## src/rtl/control_unit.sv

```systemverilog
// Multicycle sequencer for the accumulator CPU: fetch, decode, memory access,
// branch evaluation, accumulator write-back and status update, with a memory timeout.
module control_unit #(
   parameter int unsigned WAIT_LIMIT = 15
) (
   input  logic       clock,
   input  logic       status_reset,
   input  logic       start,
   input  logic [3:0] opcode,
   input  logic       flag_Z,
   input  logic       flag_N,
   input  logic       mem_ready,
   output logic       pc_wr,
   output logic       pc_src,
   output logic       ir_wr,
   output logic       mdr_wr,
   output logic       mem_rd,
   output logic       mem_wr,
   output logic       addr_sel,
   output logic       acc_wr,
   output logic [1:0] acc_src,
   output logic       alu_op,
   output logic       alu_b_src,
   output logic       status_wr,
   output logic       halted,
   output logic       bus_error
);

   typedef enum logic [2:0] {
      IDLE, FETCH, DECODE, MEM, EXEC, WB, STAT, HALT
   } state_t;

   typedef enum logic [3:0] {
      OP_HLT  = 4'h0, OP_STO  = 4'h1, OP_LD   = 4'h2, OP_LDI  = 4'h3,
      OP_ADD  = 4'h4, OP_ADDI = 4'h5, OP_SUB  = 4'h6, OP_SUBI = 4'h7,
      OP_BEQ  = 4'h8, OP_BNE  = 4'h9, OP_BGT  = 4'hA, OP_BGE  = 4'hB,
      OP_BLT  = 4'hC, OP_BLE  = 4'hD, OP_JMP  = 4'hE, OP_NOP  = 4'hF
   } op_t;

   localparam logic [8:0] LIMIT    = 9'(WAIT_LIMIT);
   localparam bit         LIMIT_ON = (WAIT_LIMIT != 0);

   state_t     state;
   state_t     state_next;
   logic [7:0] wait_cnt;
   logic [8:0] wait_cnt_inc;
   logic       mem_wait;
   logic       timeout;
   logic       taken;

   // A memory state is "waiting" on any cycle the bus has not answered yet.
   assign mem_wait     = ((state == FETCH) || (state == MEM)) && !mem_ready;
   assign wait_cnt_inc = {1'b0, wait_cnt} + 9'd1;
   assign timeout      = mem_wait && LIMIT_ON && (wait_cnt_inc == LIMIT);

   // NOTE: sequential state uses non-blocking assignments so every register
   // samples the pre-edge values, independent of block ordering.
   always_ff @(posedge clock or posedge status_reset) begin
      if (status_reset) begin
         state <= IDLE;
      end else begin
         state <= state_next;
      end
   end

   always_ff @(posedge clock or posedge status_reset) begin
      if (status_reset) begin
         wait_cnt <= 8'd0;
      end else if (state_next != state) begin
         wait_cnt <= 8'd0;
      end else if (mem_wait && (wait_cnt != 8'hFF)) begin
         wait_cnt <= wait_cnt + 8'd1;
      end
   end

   // Sticky: only reset clears the timeout cause.
   always_ff @(posedge clock or posedge status_reset) begin
      if (status_reset) begin
         bus_error <= 1'b0;
      end else if (timeout) begin
         bus_error <= 1'b1;
      end
   end

   // NOTE: every variable written in a combinational block gets a default
   // first, so no path can leave it unassigned and infer a latch.
   always_comb begin
      taken = 1'b0;
      case (opcode)
         OP_BEQ:  taken = flag_Z;
         OP_BNE:  taken = !flag_Z;
         OP_BGT:  taken = !flag_Z && !flag_N;
         OP_BGE:  taken = !flag_N;
         OP_BLT:  taken = flag_N;
         OP_BLE:  taken = flag_N || flag_Z;
         OP_JMP:  taken = 1'b1;
         default: taken = 1'b0;
      endcase
   end

   always_comb begin
      state_next = state;
      case (state)
         IDLE: begin
            if (start) state_next = FETCH;
         end
         FETCH: begin
            if (mem_ready)    state_next = DECODE;
            else if (timeout) state_next = HALT;
         end
         DECODE: begin
            case (opcode)
               OP_HLT:                          state_next = HALT;
               OP_NOP:                          state_next = FETCH;
               OP_STO, OP_LD, OP_ADD, OP_SUB:   state_next = MEM;
               OP_LDI, OP_ADDI, OP_SUBI:        state_next = WB;
               default:                         state_next = EXEC;
            endcase
         end
         MEM: begin
            if (mem_ready)    state_next = (opcode == OP_STO) ? FETCH : WB;
            else if (timeout) state_next = HALT;
         end
         EXEC:    state_next = FETCH;
         WB:      state_next = STAT;
         STAT:    state_next = FETCH;
         HALT:    state_next = HALT;
         default: state_next = IDLE;
      endcase
   end

   always_comb begin
      pc_wr     = 1'b0;
      pc_src    = 1'b0;
      ir_wr     = 1'b0;
      mdr_wr    = 1'b0;
      mem_rd    = 1'b0;
      mem_wr    = 1'b0;
      addr_sel  = 1'b0;
      acc_wr    = 1'b0;
      acc_src   = 2'b00;
      alu_op    = 1'b0;
      alu_b_src = 1'b0;
      status_wr = 1'b0;
      halted    = 1'b0;
      case (state)
         FETCH: begin
            mem_rd = 1'b1;
            ir_wr  = mem_ready;
         end
         DECODE: begin
            pc_wr = 1'b1;
         end
         MEM: begin
            addr_sel = 1'b1;
            if (opcode == OP_STO) begin
               mem_wr = 1'b1;
            end else begin
               mem_rd = 1'b1;
               mdr_wr = mem_ready;
            end
         end
         EXEC: begin
            pc_wr  = taken;
            pc_src = taken;
         end
         WB: begin
            acc_wr = 1'b1;
            case (opcode)
               OP_LD:   acc_src = 2'b01;
               OP_LDI:  acc_src = 2'b10;
               OP_SUB:  alu_op  = 1'b1;
               OP_ADDI: alu_b_src = 1'b1;
               OP_SUBI: begin
                  alu_op    = 1'b1;
                  alu_b_src = 1'b1;
               end
               default: acc_src = 2'b00;
            endcase
         end
         STAT: begin
            status_wr = 1'b1;
         end
         HALT: begin
            halted = 1'b1;
         end
         default: begin
            halted = 1'b0;
         end
      endcase
   end

endmodule

```

## config.mk

```make
export PLATFORM = sky130hd
export DESIGN_NAME = control_unit
export DESIGN_NICKNAME = d
export VERILOG_FILES = /design/src/rtl/control_unit.sv
export SDC_FILE = /design/constraint.sdc
export NUM_CORES = 1
export LEC_CHECK = 0
export ABC_AREA = 1
export BUFFER_PORTS_ARGS = -buffer_cell sky130_fd_sc_hd__buf_2
export CORE_UTILIZATION = 46
export CTS_BUF_LIST = sky130_fd_sc_hd__clkbuf_2
export CTS_CLUSTER_DIAMETER = 50
export DETAILED_ROUTE_END_ITERATION = 10
export HOLD_SLACK_MARGIN = 0.08
export PLACE_DENSITY = 0.78
export RECOVER_POWER = 100
export SYNTH_ARGS = -nofsm -noshare
export SYNTH_HDL_FRONTEND = slang
export SYNTH_SLANG_ARGS = --single-unit
```

## constraint.sdc

```tcl
create_clock -name clock -period 1.9 [get_ports clock]
set_input_delay 0.095 -clock clock [delete_from_list [all_inputs] [get_ports clock]]
set_output_delay 0.095 -clock clock [all_outputs]
set_load 0.01 [all_outputs]
```

* Word-level counts from Yosys, hierarchy flattened
Memories as Yosys holds them, arrays and structs flattened.
Cells that the tools add are included.
** Word-level totals
- Register bits :: 12
- Bits in latches :: 0
- RAM bits :: 0
- Bits in read-only memories :: 48
- Input port bits :: 10
- Output and inout bits :: 15
- Logic and storage cells :: 71
- Memories kept :: 1
** Operators by class
- Add/subtract/negate cells :: 2
- Multiply operators :: 0
- Div/mod/pow operators :: 0
- Magnitude comparators :: 0
- Equal/unequal tests :: 23
- Shifts and indexed selects :: 0
- Mux-type cells :: 28
- Bitwise operators :: 0
- Reduce and logical (&&, ||, !) cells :: 14
** Memories
- (no name shown) :: words 16, bits a word 3, read ports 1, clocked after memory_dff 0, wr ports 0, line 112 : case (opcode)
** Operators by type and width (count)
- $eq 4x4->1 const B :: 7
- $pmux 3 s7 :: 1
- $mux 8 :: 2
- $mux 1 :: 15
- $mux 3 :: 5
- $eq 3x3->1 const B :: 4
- $eq 4x3->1 const B :: 3
- $add 8x1->9 const B :: 1
- $eq 9x4->1 const B :: 1
- $add 8x1->8 const B :: 1
- $eq 4x2->1 const B :: 2
- $ne 8x8->1 const B :: 1
- $pmux 1 s7 :: 1
- $eq 3x2->1 const B :: 2
- $reduce_or 2->1 :: 3
- $eq 4x1->1 const B :: 1
- $logic_and 1x1->1 :: 4
- $pmux 1 s2 :: 2
- $pmux 2 s2 :: 1
- $eq 3x1->1 const B :: 1
- $logic_not 1->1 :: 3
- $logic_not 3->1 :: 1
- $ne 3x3->1 :: 1
- $logic_or 1x1->1 :: 2
- 2 further kinds :: 2

* Logic depth before layout (Yosys ltp)
- Word-level depth :: 9
- Depth in mapped cells :: 14
- Gate-level depth less buffers :: 14

* Worst setup path after synthesis
Ideal clock, no wire load.
- Path type :: reg-to-reg
- Start :: register wait_cnt[0]
- End :: register wait_cnt[2]
- Arrival :: 1.656 ns
- Data required time :: 1.827 ns
- Setup slack :: 0.171 ns
- Cell stages (with the launch flop) :: 15
- Period minus slack after synthesis :: 1.729 ns
- Cells stage by stage :: dfrtp_1 -> ha_1 -> nand3_1 -> inv_1 -> nand2_1 -> nand3_4 -> nor2_2 -> nand3_2 -> nand2_1 -> nand2_1 -> nand2_2 -> nand2_1 -> nand2_2 -> nand3_4 -> nor2_1
** On the way
- Cells in the longest elaborated chain, start to end :: 8
- Elaborated cells between the ends (all ways) :: 14
- Classes of those cells :: 2 x add/sub; 3 x eq/ne; 6 x mux; 3 x reduce/logical
** RTL lines
- start: declaration :: line 45 : logic [7:0] wait_cnt;
- start signal: assignment :: line 72 : wait_cnt <= wait_cnt + 8'd1;
- $add 8x1->9 (*) :: line 53 : assign wait_cnt_inc = {1'b0, wait_cnt} + 9'd1;
- $eq 9x4->1 (*) :: line 54 : assign timeout = mem_wait && LIMIT_ON && (wait_cnt_inc == LIMIT);
- $logic_and 1x1->1 (*) :: line 54
- $mux 3 (*) :: line 109, 122
- $mux 3, on equally long branches :: line 121, 108
- $pmux 3 s7 (*) :: line 103 : case (state)
- net state_next[1] :: line 44 : state_t state_next;
- $ne 3x3->1 (*) :: line 69 : end else if (state_next != state) begin
- $mux 8 or $reduce_bool 2->1 (tied branches)
The timed path passes the listed nets; every way through them passes the cells marked *. The select of a mux whose other input is x is not followed.
A chain may end at the register's enable or synchronous reset.

* Final worst setup path
- Start :: register wait_cnt[1]
- End :: register wait_cnt[2]
** On the way
- Cells in the longest elaborated chain, start to end :: 8
- Elaborated cells between the ends (all ways) :: 14
- Classes of those cells :: 2 x add/sub; 3 x eq/ne; 6 x mux; 3 x reduce/logical
** RTL lines (line)
- $add 8x1->9 :: 53
- $eq 9x4->1 :: 54
- $logic_and 1x1->1 :: 54
- $mux 3 :: 109, 122
- $mux 3, on equally long branches :: 121, 108
- $pmux 3 s7 :: 103
- $ne 3x3->1 :: 69
- $mux 8 or $reduce_bool 2->1 (tied branches)
Parallel ways exist; a longest one is shown, timed or not. The select of a mux whose other input is x is not followed.

==> results.md <==
- Result of the run: completed
- Mean post-synth cell area: 6.47 um^2
- Maximum resistive drop on vdd: 0.00104 V
- Antenna diode count: 0
- CP arrival: approximately 2.0 ns
- Final worst path period need: between 1.5 and 2 ns
- Worst slew slack as a fraction of its limit: 0.710
- Synth warn: 0
- Inst Count DP: 227
- End-of-flow core utilization: 0.645
- Global Route Usage Sum: 0.231
- Endpoints failing hold: 0
- Routability-driven placement congestion ratio: 0.930
- Setup repair after global routing missed its margin: yes
- Commonest cells after routing, fill and taps aside: sky130_fd_sc_hd__nand2_1, sky130_fd_sc_hd__inv_1, sky130_fd_sc_hd__buf_2
- Fmax: 536 MHz
- Critical Setup Path Class: flop to flop
- Share of final-layout standard cells stronger than drive strength 1: 0.354
- Vias in the first global route: around 1.1k
- Routed Antenna Nets: 0
- Synthesized-area fraction occupied by xor and xnor cells: 0.0156
- Hold-critical path endpoint: state[0]$_DFF_PP0_
- Startpoint type of the worst setup path: flop
- Netlist cell types: 22
- Global-route wire length before repair: 4590 um
- Starting density of the core: 0.497
- Critical Path RT: 2.05 ns
- Maximum clock skew at final layout: 0.0138 ns
- Most frequent standard cell in the layout excluding fill and tap cells: sky130_fd_sc_hd__nand2_1
- Maximum buffer depth of the clock tree: 2
- Non-filler instance count after layout: around 240
- I/O Buffers: 24
- Number of iterations in the first detailed-routing pass: 4
- Slack of the worst reg-to-reg path: 0.04 ns
- Die area: 0.00264 mm^2
- Syn_nets: 190
- Type of destination of the critical path: flop
- Leakage Power: roughly 0.76 nW
- Gate count after technology mapping: 173
- Total gr overflow: 0
- Reg-to-Reg End: wait_cnt[2]$_DFFE_PP0P_
- Tightest Pin Transition: 0.434 ns
- FF-to-FF Start: wait_cnt[1]$_DFFE_PP0P_
- Placement Rows: 17
- Number of antenna violations at the first check in global routing: 0
- Final worst-path cycle share: 0.981
- Vertical extent of the die: 51.3 um
- Clk sink count: 12
- Number of cells on the worst reg-to-reg path: 9
- Max capacitance violation total: 0
- DRT iter0 DRCs: 56
- Setup-violating endpoint count in the final report: 0
- Clock latency on the worst-skew pair: roughly 0.27 ns
- Synthesized-area fraction occupied by and/or/nand/nor cells: 0.368
- Area share of fa/ha/maj cells after synthesis: 0.0782
- Synthesis-to-layout area growth: 29.8%
- Vias per inst: 5.35
- Total CTS buffers: 3
- Maximum number of pins on one net before global-route repair: 13
- Multiplexer area fraction after synthesis: 0
- Routed Wire Length: 3130 um
- H-tree Lvls: 1
- P per Cell Area: 1120 mW/mm^2
- Synthesis-stage register bit count: 12
- Total count of max-transition violations in the final report: 0
- TritonCTS clock tree: done
- X dimension of the die: 51.3 um
- Aggregate negative setup slack: 0 ns
- DRC violations left: 0
- Total via count after detailed routing: 1268
- Largest family of logic cells by synthesized area: simple AND/OR/NAND/NOR gates
- Share of the synthesized area in compound gates (AO/OA/AOI/OAI): 0.150
- IO Count: 25
- Std-Cell Core Area: 0.00225 mm^2
- Instance count along the most critical hold path: 3
- Min-delay src: start
- Netlist area before placement: ~0.0011 mm^2
- Worst-path maximum fanout: 10
- Placed wire-length estimate after detailed placement: roughly 2100 um
- Root Buffer Master: sky130_fd_sc_hd__clkbuf_2
- Average wire per standard cell: roughly 13 um
- Share of the yosys chip area belonging to registers: 0.268
- Post-layout nets: roughly 230
- Register clock-pin slew on the reported worst setup and hold paths: around 0.11 ns
- Class of the most critical hold timing path: primary input to flop
==> layer usage <==
metal	global-route usage	part of all wire	routed length [um]	vias up
li1	-	-	-	625
met1	0.308	0.44	1370	593
met2	0.384	0.50	1570	43
met3	0.00893	0.041	127	7
met4	0.108	0.018	57	0
met5	0	0	0	-
==> worst max-delay path by stage <==
| stage | from | depth (start not counted) | endpoint |
|---|---|---|---|
| 5_1_grt | wait_cnt[1]$_DFFE_PP0P_ | 14 | wait_cnt[3]$_DFFE_PP0P_ |
| 3_5_place_dp | wait_cnt[0]$_DFFE_PP0P_ | 14 | wait_cnt[5]$_DFFE_PP0P_ |
| 3_3_place_gp | wait_cnt[0]$_DFFE_PP0P_ | 14 | wait_cnt[3]$_DFFE_PP0P_ |
| 4_1_cts | wait_cnt[0]$_DFFE_PP0P_ | 14 | wait_cnt[5]$_DFFE_PP0P_ |
| 6_report | wait_cnt[1]$_DFFE_PP0P_ | 9 | wait_cnt[2]$_DFFE_PP0P_ |
| 2_1_floorplan | wait_cnt[0]$_DFFE_PP0P_ | 14 | wait_cnt[2]$_DFFE_PP0P_ |
==> power breakdown <==
part	internal [mW]	total (mW)	switching [mW]
logic	0.400	1.08	0.681
clock network	0.0430	0.122	0.0788
registers	0.326	0.427	0.101
total	0.769	1.63	0.861
==> layout make-up <==
| cell class | count | area (um^2) |
|---|---|---|
| clock buffers | 3 | 15.0 |
| fillers | 185 | 801 |
| inverters | 33 | 124 |
| multi-input cells | 127 | 759 |
| flip-flops and latches | 12 | 304 |
| well taps | 28 | 35.0 |
| repair buffers | 34 | 216 |
==> cells by family (layout without fill, tap and decap cells) <==
kind of cell               count (synthesis)  after routing
AOI/OAI and AO/OA                         31             31
xor gates and xnor gates                   2              2
adders and majority gates                  7              7
buffers and inverters                     34             70
DFF                                       12             12
and+or+nand+nor                           87             87
==> through the flow <==
| stage | hold WS [ns] | power [mW] | area [um^2] | setup WS [ns] |
|---|---|---|---|---|
| after floorplan | -0.0403 | 1.10 | 1120 | 0.171 |
| after global placement | 0.106 | 1.31 | 1290 | 0.118 |
| after detailed placement | 0.115 | 1.33 | 1290 | 0.0797 |
| after CTS | 0.130 | 1.46 | 1310 | 0.0513 |
| after global routing | 0.168 | 1.77 | 1450 | -0.105 |
| final | 0.129 | 1.63 | 1450 | 0.0352 |
==> critical path: stages (launching register included) <==
cell and delay, ns:
sky130_fd_sc_hd__dfrtp_1 0.45, sky130_fd_sc_hd__ha_4 0.21, sky130_fd_sc_hd__nand3_2 0.10, sky130_fd_sc_hd__inv_2 0.09, sky130_fd_sc_hd__nand2_2 0.07, sky130_fd_sc_hd__nand3_4 0.07, sky130_fd_sc_hd__buf_4 0.15, sky130_fd_sc_hd__clkinv_1 0.22
sky130_fd_sc_hd__o21ai_0 0.32, sky130_fd_sc_hd__nor2_2 0.07
==> flip-flops by register name (all words and copies together), names as in the netlist <==
register and cells:
wait_cnt 8, bus_error 1, state 3
==> synthesized netlist by cell type <==
library cell	number	area, um^2
sky130_fd_sc_hd__nand2_1	37	139
sky130_fd_sc_hd__inv_1	31	116
sky130_fd_sc_hd__nor2_1	23	86.3
sky130_fd_sc_hd__o21ai_0	15	75.1
sky130_fd_sc_hd__dfrtp_1	12	300
sky130_fd_sc_hd__nand3_1	12	60.1
sky130_fd_sc_hd__a21oi_1	9	45.0
sky130_fd_sc_hd__ha_1	7	87.6
sky130_fd_sc_hd__nor2_2	4	25.0
sky130_fd_sc_hd__nand2_2	3	18.8
sky130_fd_sc_hd__nand3_2	3	30.0
sky130_fd_sc_hd__a211oi_1	2	15.0
sky130_fd_sc_hd__a31oi_1	2	12.5
sky130_fd_sc_hd__nand3_4	2	35.0
sky130_fd_sc_hd__nor3_1	2	10.0
sky130_fd_sc_hd__o22ai_1	2	12.5
sky130_fd_sc_hd__xor2_1	2	17.5
sky130_fd_sc_hd__buf_6	1	11.3
sky130_fd_sc_hd__clkinv_1	1	3.75
sky130_fd_sc_hd__inv_2	1	3.75
sky130_fd_sc_hd__nand3b_1	1	7.51
sky130_fd_sc_hd__o21bai_1	1	7.51
==> what timing repair did <==
item | in CTS | in global routing
endpoints found under the hold margin | 12 | 0
hold buffers | 1 | 0
endpoints found under the setup margin | 0 | 8
gates resized for setup | 0 | 31
buffers inserted | 0 | 6
(Power assumes the default switching activity.)
